**src/rtl/npu_conv_pkg.sv**
```systemverilog
// rtl/npu_conv_pkg.sv - shared constants, scheduler states and conv_w packing helper
package npu_conv_pkg;

  localparam int K_H       = 3;
  localparam int K_W       = 3;
  localparam int K_N       = K_H * K_W;
  localparam int MAX_H     = 16;
  localparam int MAX_W     = 15;
  localparam int CW_BITS   = 8 * K_N;
  localparam int WLOAD_CYC = K_N + 2;

  typedef enum logic [3:0] {
    S_IDLE,
    S_CHECK,
    S_LOADW,
    S_TRIG,
    S_WPIX,
    S_WRITE,
    S_ACK,
    S_NEXTCH,
    S_FIN
  } sched_state_t;

  // Replace byte k of a row-major packed kernel, byte 0 in the LSBs.
  function automatic logic [CW_BITS-1:0] conv_w_set(input logic [CW_BITS-1:0] cw,
                                                    input logic [3:0]         k,
                                                    input logic [7:0]         d);
    logic [CW_BITS-1:0] r;
    r = cw;
    for (int i = 0; i < K_N; i++) begin
      if (k == 4'(i)) r[8*i +: 8] = d;
    end
    return r;
  endfunction

endpackage

```
**src/rtl/conv_wload.sv**
```systemverilog
// rtl/conv_wload.sv - 9-read weight fetch counter and kernel register file
module conv_wload
  import npu_conv_pkg::*;
#(
  parameter int W_AW = 8
) (
  input  logic               i_clk,
  input  logic               i_rst_n,
  input  logic               i_en,
  input  logic [W_AW-1:0]    i_base,
  output logic               o_rd_en,
  output logic [W_AW-1:0]    o_rd_addr,
  input  logic [7:0]         i_rd_data,
  output logic [CW_BITS-1:0] o_conv_w,
  output logic               o_last
);

  logic [3:0]         r_cnt;
  logic               r_wr_vld;
  logic [3:0]         r_wr_k;
  logic [CW_BITS-1:0] r_w;

  assign o_rd_en   = i_en && (32'(r_cnt) < K_N);
  assign o_rd_addr = o_rd_en ? (i_base + W_AW'(r_cnt)) : '0;
  assign o_last    = i_en && (32'(r_cnt) == WLOAD_CYC - 1);
  assign o_conv_w  = r_w;

  // Read data arrives one cycle after the strobe, so the write trails the read by one.
  always_ff @(posedge i_clk or negedge i_rst_n) begin
    if (!i_rst_n) begin
      r_cnt    <= '0;
      r_wr_vld <= 1'b0;
      r_wr_k   <= '0;
      r_w      <= '0;
    end else begin
      r_cnt    <= (i_en && !o_last) ? r_cnt + 4'd1 : 4'd0;
      r_wr_vld <= o_rd_en;
      r_wr_k   <= r_cnt;
      if (r_wr_vld) r_w <= conv_w_set(r_w, r_wr_k, i_rd_data);
    end
  end

endmodule

```
**src/rtl/conv_layer_sched.sv**
```systemverilog
// rtl/conv_layer_sched.sv - per-channel weight load, conv trigger and pixel store sequencer
module conv_layer_sched
  import npu_conv_pkg::*;
#(
  parameter int NUM_CH     = 10,
  parameter int PIX_STRIDE = 256,
  parameter int L2_WBASE   = 90,
  parameter int W_AW       = 8,
  parameter int O_AW       = 12
) (
  input  logic               i_clk,
  input  logic               i_rst_n,
  input  logic               i_start,
  input  logic               i_layer_sel,
  input  logic [4:0]         i_cfg_w,
  input  logic [4:0]         i_cfg_h,
  input  logic [3:0]         i_cfg_nch,
  output logic               o_busy,
  output logic               o_done,
  output logic               o_cfg_err,
  output logic               o_conv_trigger,
  output logic               o_conv_save_done,
  output logic [3:0]         o_conv_chan,
  output logic               o_conv_layer,
  output logic [CW_BITS-1:0] o_conv_w,
  input  logic               i_conv_valid,
  input  logic               i_conv_done,
  input  logic [23:0]        i_conv_pixel,
  input  logic [7:0]         i_conv_addr,
  output logic               o_w_rd_en,
  output logic [W_AW-1:0]    o_w_rd_addr,
  input  logic [7:0]         i_w_rd_data,
  output logic               o_obuf_we,
  output logic [O_AW-1:0]    o_obuf_addr,
  output logic [23:0]        o_obuf_data,
  input  logic               i_obuf_ready
);

  sched_state_t r_state, w_next;
  logic         r_layer;
  logic [4:0]   r_cfg_w, r_cfg_h;
  logic [3:0]   r_nch, r_chan;
  logic         r_err;
  logic [23:0]  r_pixel;
  logic [7:0]   r_paddr;
  logic         r_pdone;

  logic            w_illegal, w_last_ch, w_wl_last;
  logic [W_AW-1:0] w_wbase;
  logic [O_AW-1:0] w_obase;

  assign w_illegal = (32'(r_cfg_w) < K_W) || (32'(r_cfg_h) < K_H) ||
                     (32'(r_cfg_w) > MAX_W) || (32'(r_cfg_h) > MAX_H) ||
                     (r_nch == 4'd0) || (32'(r_nch) > NUM_CH);
  assign w_last_ch = (r_chan + 4'd1) == r_nch;

  // Both products are unsigned and wrap to the address width.
  assign w_wbase = (r_layer ? W_AW'(L2_WBASE) : '0) + W_AW'(32'(r_chan) * K_N);
  assign w_obase = O_AW'(32'(r_chan) * PIX_STRIDE);

  assign o_busy       = (r_state != S_IDLE) && (r_state != S_FIN);
  assign o_conv_chan  = r_chan;
  assign o_conv_layer = r_layer;
  assign o_obuf_addr  = w_obase + O_AW'(r_paddr);
  assign o_obuf_data  = r_pixel;

  conv_wload #(.W_AW(W_AW)) u_wload (
    .i_clk     (i_clk),
    .i_rst_n   (i_rst_n),
    .i_en      (r_state == S_LOADW),
    .i_base    (w_wbase),
    .o_rd_en   (o_w_rd_en),
    .o_rd_addr (o_w_rd_addr),
    .i_rd_data (i_w_rd_data),
    .o_conv_w  (o_conv_w),
    .o_last    (w_wl_last)
  );

  always_ff @(posedge i_clk or negedge i_rst_n) begin
    if (!i_rst_n) begin
      r_state <= S_IDLE;
      r_layer <= 1'b0;
      r_cfg_w <= '0;
      r_cfg_h <= '0;
      r_nch   <= '0;
      r_chan  <= '0;
      r_err   <= 1'b0;
      r_pixel <= '0;
      r_paddr <= '0;
      r_pdone <= 1'b0;
    end else begin
      r_state <= w_next;
      case (r_state)
        S_IDLE: if (i_start) begin
          r_layer <= i_layer_sel;
          r_cfg_w <= i_cfg_w;
          r_cfg_h <= i_cfg_h;
          r_nch   <= i_cfg_nch;
        end
        S_CHECK: begin
          r_err  <= w_illegal;
          r_chan <= '0;
        end
        S_WPIX: if (i_conv_valid) begin
          r_pixel <= i_conv_pixel;
          r_paddr <= i_conv_addr;
          r_pdone <= i_conv_done;
        end
        S_NEXTCH: if (!w_last_ch) r_chan <= r_chan + 4'd1;
        default: ;
      endcase
    end
  end

  always_comb begin
    w_next           = r_state;
    o_conv_trigger   = 1'b0;
    o_conv_save_done = 1'b0;
    o_obuf_we        = 1'b0;
    o_done           = 1'b0;
    o_cfg_err        = 1'b0;
    case (r_state)
      S_IDLE:   if (i_start) w_next = S_CHECK;
      S_CHECK:  w_next = w_illegal ? S_FIN : S_LOADW;
      S_LOADW:  if (w_wl_last) w_next = S_TRIG;
      S_TRIG: begin
        o_conv_trigger = 1'b1;
        w_next         = S_WPIX;
      end
      S_WPIX:   if (i_conv_valid) w_next = S_WRITE;
      S_WRITE: begin
        o_obuf_we = 1'b1;
        // The last pixel needs no save_done: conv has already finished.
        if (i_obuf_ready) w_next = r_pdone ? S_NEXTCH : S_ACK;
      end
      S_ACK: begin
        o_conv_save_done = 1'b1;
        w_next           = S_WPIX;
      end
      S_NEXTCH: w_next = w_last_ch ? S_FIN : S_LOADW;
      S_FIN: begin
        o_done    = 1'b1;
        o_cfg_err = r_err;
        w_next    = S_IDLE;
      end
      default:  w_next = S_IDLE;
    endcase
  end

endmodule
```
**config.mk**
```make
export PLATFORM = sky130hd
export DESIGN_NAME = conv_layer_sched
export DESIGN_NICKNAME = d
export VERILOG_FILES = /design/src/rtl/npu_conv_pkg.sv /design/src/rtl/conv_wload.sv /design/src/rtl/conv_layer_sched.sv
export SDC_FILE = /design/constraint.sdc
export NUM_CORES = 1
export LEC_CHECK = 0
export CORE_AREA = 4 4 128 130
export DETAILED_ROUTE_END_ITERATION = 10
export DIE_AREA = 0 0 132 134
export GPL_ROUTABILITY_DRIVEN = 1
export PLACE_DENSITY = 0.7
export SKIP_CTS_REPAIR_TIMING = 1
export SYNTH_ARGS = -nofsm -noshare
export SYNTH_HDL_FRONTEND = slang
export SYNTH_SLANG_ARGS = --single-unit
export TNS_END_PERCENT = 30
```
**constraint.sdc**
```tcl
create_clock -name i_clk -period 4.15 [get_ports i_clk]
set_clock_uncertainty 0.05 [all_clocks]
set_input_delay 0.83 -clock i_clk [delete_from_list [all_inputs] [get_ports i_clk]]
set_output_delay 0.83 -clock i_clk [all_outputs]
set_load 0.01 [all_outputs]
```
After elaboration in Yosys (flattened, before gate mapping)
Cells that the tools add are included.

$add $sub $neg: 5. Multiply operators: 1. Order comparisons: 6. Equality and inequality tests: 24. Multiplexer cells: 18. Reductions and logical operators: 29.

Operators with widths (number): 4-bit by 3-bit equality test with 1-bit output, second input constant (8); 4-bit two-way mux (8); 4-bit one-hot mux with 7 select lines (1); 2-bit AND reduction (12); 4-bit by 2-bit equality test with 1-bit output, second input constant (4); 12-bit by 8-bit adder with 12-bit output (1); 4-bit equality test, second input constant (3); 4-bit logical NOT (3); 5-bit by 2-bit < comparator with 1-bit output, second input constant (2); 2-bit inequality test, second input constant (5); 4-bit by 1-bit adder with 4-bit output, second input constant (2); 7-bit by 8-bit adder with 8-bit output (1); 8-bit by 4-bit adder with 8-bit output (1); 4-bit by 1-bit equality test with 1-bit output, second input constant (2); 4-bit by 4-bit multiplier with 8-bit output, second input constant (1); 8-bit two-way mux (1); 4-bit one-hot mux with 2 select lines (1); 7-bit two-way mux (1); 1-bit two-way mux (6); 5-bit by 4-bit > comparator with 1-bit output, second input constant (1); 5-bit > comparator, second input constant (1); 1-bit logical OR (5); 4-bit equality test (1); 4-bit > comparator, second input constant (1); other kinds (8) (11).

Bits in registers: 138. Output and inout port bits: 128.

Logic depth before layout (Yosys ltp)
Depth after elaboration: 8. Depth in mapped cells: 12.

Hierarchy
A second synthesis with hierarchy kept.

Cell total of the unflattened synthesis: 434. Area total of the unflattened synthesis: 6195.9 um^2.

By module, submodules not included: conv_wload (times used 1, cells an instance 222, area an instance 3363.2 um^2); conv_layer_sched (times used 1, cells an instance 212, area an instance 2832.7 um^2).

Worst setup path after synthesis
No wires, ideal clock.

Path type: register -> output. From: register r_chan[3] (netlist: o_conv_chan[3]). To: output o_w_rd_addr[7]. Arrival: 2662 ps. Path slack: 608 ps. Stages on the path, launching flop included: 11. Path buffers: 0. Path through: dfrtp_1 -> fa_1 -> ha_1 -> inv_1 -> fa_1 -> inv_1 -> ha_1 -> a21oi_1 -> o21ai_0 -> xnor2_1 -> nor2_1.

Word-level cells in the longest chain between the ends: 4.

Ends and longest elaborated chain: start: declaration (line conv_layer_sched.sv:42) `logic [3:0] r_nch, r_chan;`; start signal: assignment (line conv_layer_sched.sv:109) `S_NEXTCH: if (!w_last_ch) r_chan <= r_chan + 4'd1;`; 4-bit by 4-bit multiplier with 8-bit output (line conv_layer_sched.sv:58) `assign w_wbase = (r_layer ? W_AW'(L2_WBASE) : '0) + W_AW'(32'(r_chan) * K_N);`; 7-bit by 8-bit adder with 8-bit output (line conv_layer_sched.sv:58); 8-bit by 4-bit adder with 8-bit output (line conv_wload.sv:24) `assign o_rd_addr = o_rd_en ? (i_base + W_AW'(r_cnt)) : '0;`; 8-bit two-way mux (line conv_wload.sv:24); end: declaration (line conv_layer_sched.sv:31) `output logic [W_AW-1:0] o_w_rd_addr,`.

No other way between the ends.

Worst setup path in the final report
From: register r_chan[3] (netlist: o_conv_chan[3]). To: output o_w_rd_addr[6].

Same word-level chain as after synthesis.

==> impl_metrics.py <==
metrics = {
    "clock_network": {
        "path_clk_slew_ps": 50,
        "cts_buffers": 17,
        "cts_root_buf": "clkbuf_16",
        "clockBufferDepth": 2,
        "cts_tree": "built",
        "clock-sinks": 138,
        "cts-htree-levels": 4,
        "clk-insertion-delay-late_ps": 410,
    },
    "setup_path": {
        "critPathCaptureType": "output pin",
        "cp_max_fo": 3,
        "timing.rr.end": "o_conv_chan[2]$_DFFE_PN0P_",
        "r2r_start": "o_conv_chan[0]$_DFFE_PN0P_",
        "endpoint": "o_w_rd_addr[6]",
        "reg2reg_slack_ps": 2160,
        "criticalPathCategory": "register to output pin",
        "required_ps": 3270,
        "worstSetupStartpointType": "register",
        "reg2regPathDepth": 7,
        "worstPathArrival_ps": 3120,
        "cp-startpoint": "o_conv_chan[3]$_DFFE_PN0P_",
    },
    "run_status": {
        "outcome": "completed",
    },
    "sta": {
        "finalCritPeriodShare": 0.963,
        "maxSlewHeadroom": 0.439,
        "report.final.hold_viol_count": 0,
        "tightest_slew_ps": 841,
        "fin_ws_ps": 153,
        "tns_ps": 0,
        "slew_violations": 0,
        "min_period_ps": 4000,
        "setup_viol": 0,
        "fmax_mhz": 250,
    },
    "synthesis": {
        "ys_ff_latch": 138,
        "synth_cells": 421,
        "synth_simple_gate_area_frac": 0.0661,
        "ys.flop_type": "dfrtp_1",
        "yosys.area.top_type": "dfrtp_1",
        "async_flop_share": 1.00,
        "synth_fp_nets": 504,
        "postSynthAreaPerCell_um2": 14.3,
        "yosys_warnings": 0,
        "synth_mux_area_frac": 0.229,
        "synth-edff-count": 0,
        "synth_top_area_share": 0.576,
        "yosys-top-cells-area": "dfrtp_1 (58%), mux2_2 (21%), ha_1 (3.8%), mux2_1 (1.5%), fa_1 (1.3%)",
        "synth_fa_ha_area_frac": 0.0509,
        "synth_top_family_by_area": "multiplexers",
        "synth-compound-area-share": 0.0330,
        "yosysSeqAreaShare": 0.576,
        "syn_area_um2": 6000,
        "synth_cell_types": 47,
        "synth-xor-area-share": 0.0198,
    },
    "min_path": {
        "hp-class": "register to register",
    },
    "floorplan": {
        "die_h_um": 134,
        "rows": 45,
        "die_w_um": 132,
        "ios": 189,
        "coreArea_um2": 15100,
        "die_area_um2": 17700,
        "start_util": 0.396,
    },
    "final_layout": {
        "area_growth_pct": 45.8,
        "antennaDiodeCount": 0,
        "nNetsFinal": 704,
        "drive_gt1_frac": 0.256,
    },
    "drt": {
        "num_vias": 4095,
        "drc": 0,
        "vias_per_cell": 4.98,
        "routed_wl_um": 14300,
        "drt_iter0_markers": 142,
        "ant_nets": 0,
        "avgRoutedWirePerCell_um": 17.4,
        "drt-pass1-iter-count": 4,
    },
    "power_and_ir_drop": {
        "p_int_mw": 3.46,
        "p_sw_mw": 1.32,
        "pwr-share-comb": 0.279,
        "ir_drop_v": 0.000340,
        "p_sw_frac": 0.275,
        "p_seq_frac": 0.388,
        "p_leak_nw": 4.01,
        "p_per_area_nw_per_um2": 546,
        "p_clk_frac": 0.332,
    },
    "grt": {
        "grt_usage": 0.168,
        "grt_pass1_wl_um": 23800,
        "grt_pass1_vias": 4477,
        "antenna_found_initial": 0,
        "grt_max_degree": 91,
        "overflow": 0,
    },
    "place": {
        "port_buffers": 188,
        "dp_slack_ps": 169,
        "hpwl_um": 10500,
        "gp_congestion": 0.748,
    },
    "run": {
        "drv_cap": 0,
    },
}
==> Yosys cell counts, types with 2 or more instances <==
master	count
o21bai_1	2
nor2_1	17
or3_1	3
o21ai_0	5
mux2_2	113
ha_1	18
clkbuf_1	2
nand2b_1	5
dfrtp_1	138
buf_4	5
o22ai_1	2
mux2_1	8
nor3_1	4
inv_1	20
a21o_1	4
a21oi_1	4
fa_1	4
nor4_1	2
nand3b_1	2
xnor2_1	4
xor2_1	7
nand2_1	8
and2_1	4
a211oi_1	2
nor3b_4	2
nand3_1	8
buf_2	7
nand4b_1	2
==> area by class of cell <==
class,count,area (µm²)
clock inverter,9,135
sequential,138,3450
clock buffer,23,498
multi-input combinational,249,2390
tap,188,235
timing repair buffer,195,1960
fill,1211,6400
inverter,20,75.1
==> worst min-delay path by stage <==
stage / end / cells past startpoint / start
2_1_floorplan: u_wload.r_wr_k[1]$_DFF_PN0_ / 0 / u_wload.r_cnt[1]$_DFF_PN0_
3_3_place_gp: u_wload.r_wr_k[1]$_DFF_PN0_ / 0 / u_wload.r_cnt[1]$_DFF_PN0_
3_5_place_dp: u_wload.r_wr_k[1]$_DFF_PN0_ / 0 / u_wload.r_cnt[1]$_DFF_PN0_
4_1_cts: u_wload.r_wr_k[1]$_DFF_PN0_ / 0 / u_wload.r_cnt[1]$_DFF_PN0_
5_1_grt: u_wload.r_wr_k[1]$_DFF_PN0_ / 0 / u_wload.r_cnt[1]$_DFF_PN0_
6_report: u_wload.r_wr_k[1]$_DFF_PN0_ / 0 / u_wload.r_cnt[1]$_DFF_PN0_
==> stage by stage <==
| stage | hold WS (ps) | instance area, µm² | utilization | power (mW) | std cells |
|---|---|---|---|---|---|
| floorplan | 370 | 6000 | - | 2.52 | 421 |
| global placement | 388 | 8100 | 0.535 | 3.18 | 790 |
| detailed placement | 408 | 8100 | 0.535 | 3.23 | 790 |
| CTS | 419 | 8740 | 0.577 | 4.84 | 822 |
| global route | 445 | 8750 | 0.578 | 5.04 | 822 |
| finish | 412 | 8750 | 0.578 | 4.78 | 822 |
==> layer usage <==
layer  up-vias  global-route usage  routed length [µm]
met3        17              0.0694                1270
met5         -                   0                   0
li1       1888                   -                   -
met2       151               0.272                6830
met1      2039               0.206                6040
met4         0              0.0560                 186
==> placed cells by master, fill, tap and decap left out, types with 4 or more instances in the layout <==
| cell type | instances |
|---|---|
| mux2_1 | 8 |
| fa_1 | 4 |
| nor2_1 | 17 |
| ha_1 | 18 |
| clkbuf_16 | 17 |
| nand2b_1 | 5 |
| xor2_1 | 7 |
| clkbuf_8 | 5 |
| a21o_1 | 4 |
| buf_4 | 6 |
| mux2_2 | 113 |
| o21ai_0 | 5 |
| dlymetal6s2s_1 | 4 |
| dfrtp_1 | 138 |
| nand2_1 | 8 |
| nor3_1 | 4 |
| nand3_1 | 8 |
| inv_1 | 20 |
| xnor2_1 | 4 |
| clkdlybuf4s50_1 | 183 |
| and2_1 | 4 |
==> flip-flops by register name (all words and copies together), names as in the netlist, 4 cells and up <==
| signal | cells |
|---|---|
| r_state | 4 |
| r_nch | 4 |
| r_cfg_h | 5 |
| r_paddr | 8 |
| u_wload.o_conv_w | 72 |
| o_obuf_data | 24 |
| u_wload.r_cnt | 4 |
| r_cfg_w | 5 |
| o_conv_chan | 4 |
| u_wload.r_wr_k | 4 |
==> cells by family after synthesis <==
| group | after synthesis |
|---|---|
| flip-flops | 138 |
| multiplexers | 122 |
| AND/OR/NAND/NOR | 66 |
| buffers and inverters | 34 |
| AO/OA/AOI/OAI | 27 |
| adder cells (fa/ha/maj) | 22 |
| XOR/XNOR | 12 |
==> worst max-delay path, stage by stage (launching register included) <==
cell and delay [ps]:
dfrtp_1 390, fa_1 540, ha_1 140, inv_1 50
fa_1 500, inv_1 40, ha_1 340, a21o_1 170
a21oi_1 170, xor2_1 160, nor2_1 50, dlymetal6s2s_1 170
==> power groups by stage <==
stage	clock network (mW)	logic [mW]	registers [mW]
after floorplan	0	0.613	1.91
after global placement	0	1.32	1.86
after detailed placement	0	1.35	1.88
after CTS	1.63	1.36	1.86
after global routing	1.69	1.45	1.90
final	1.59	1.33	1.86
No activity file was read; power rests on OpenSTA's default activity.
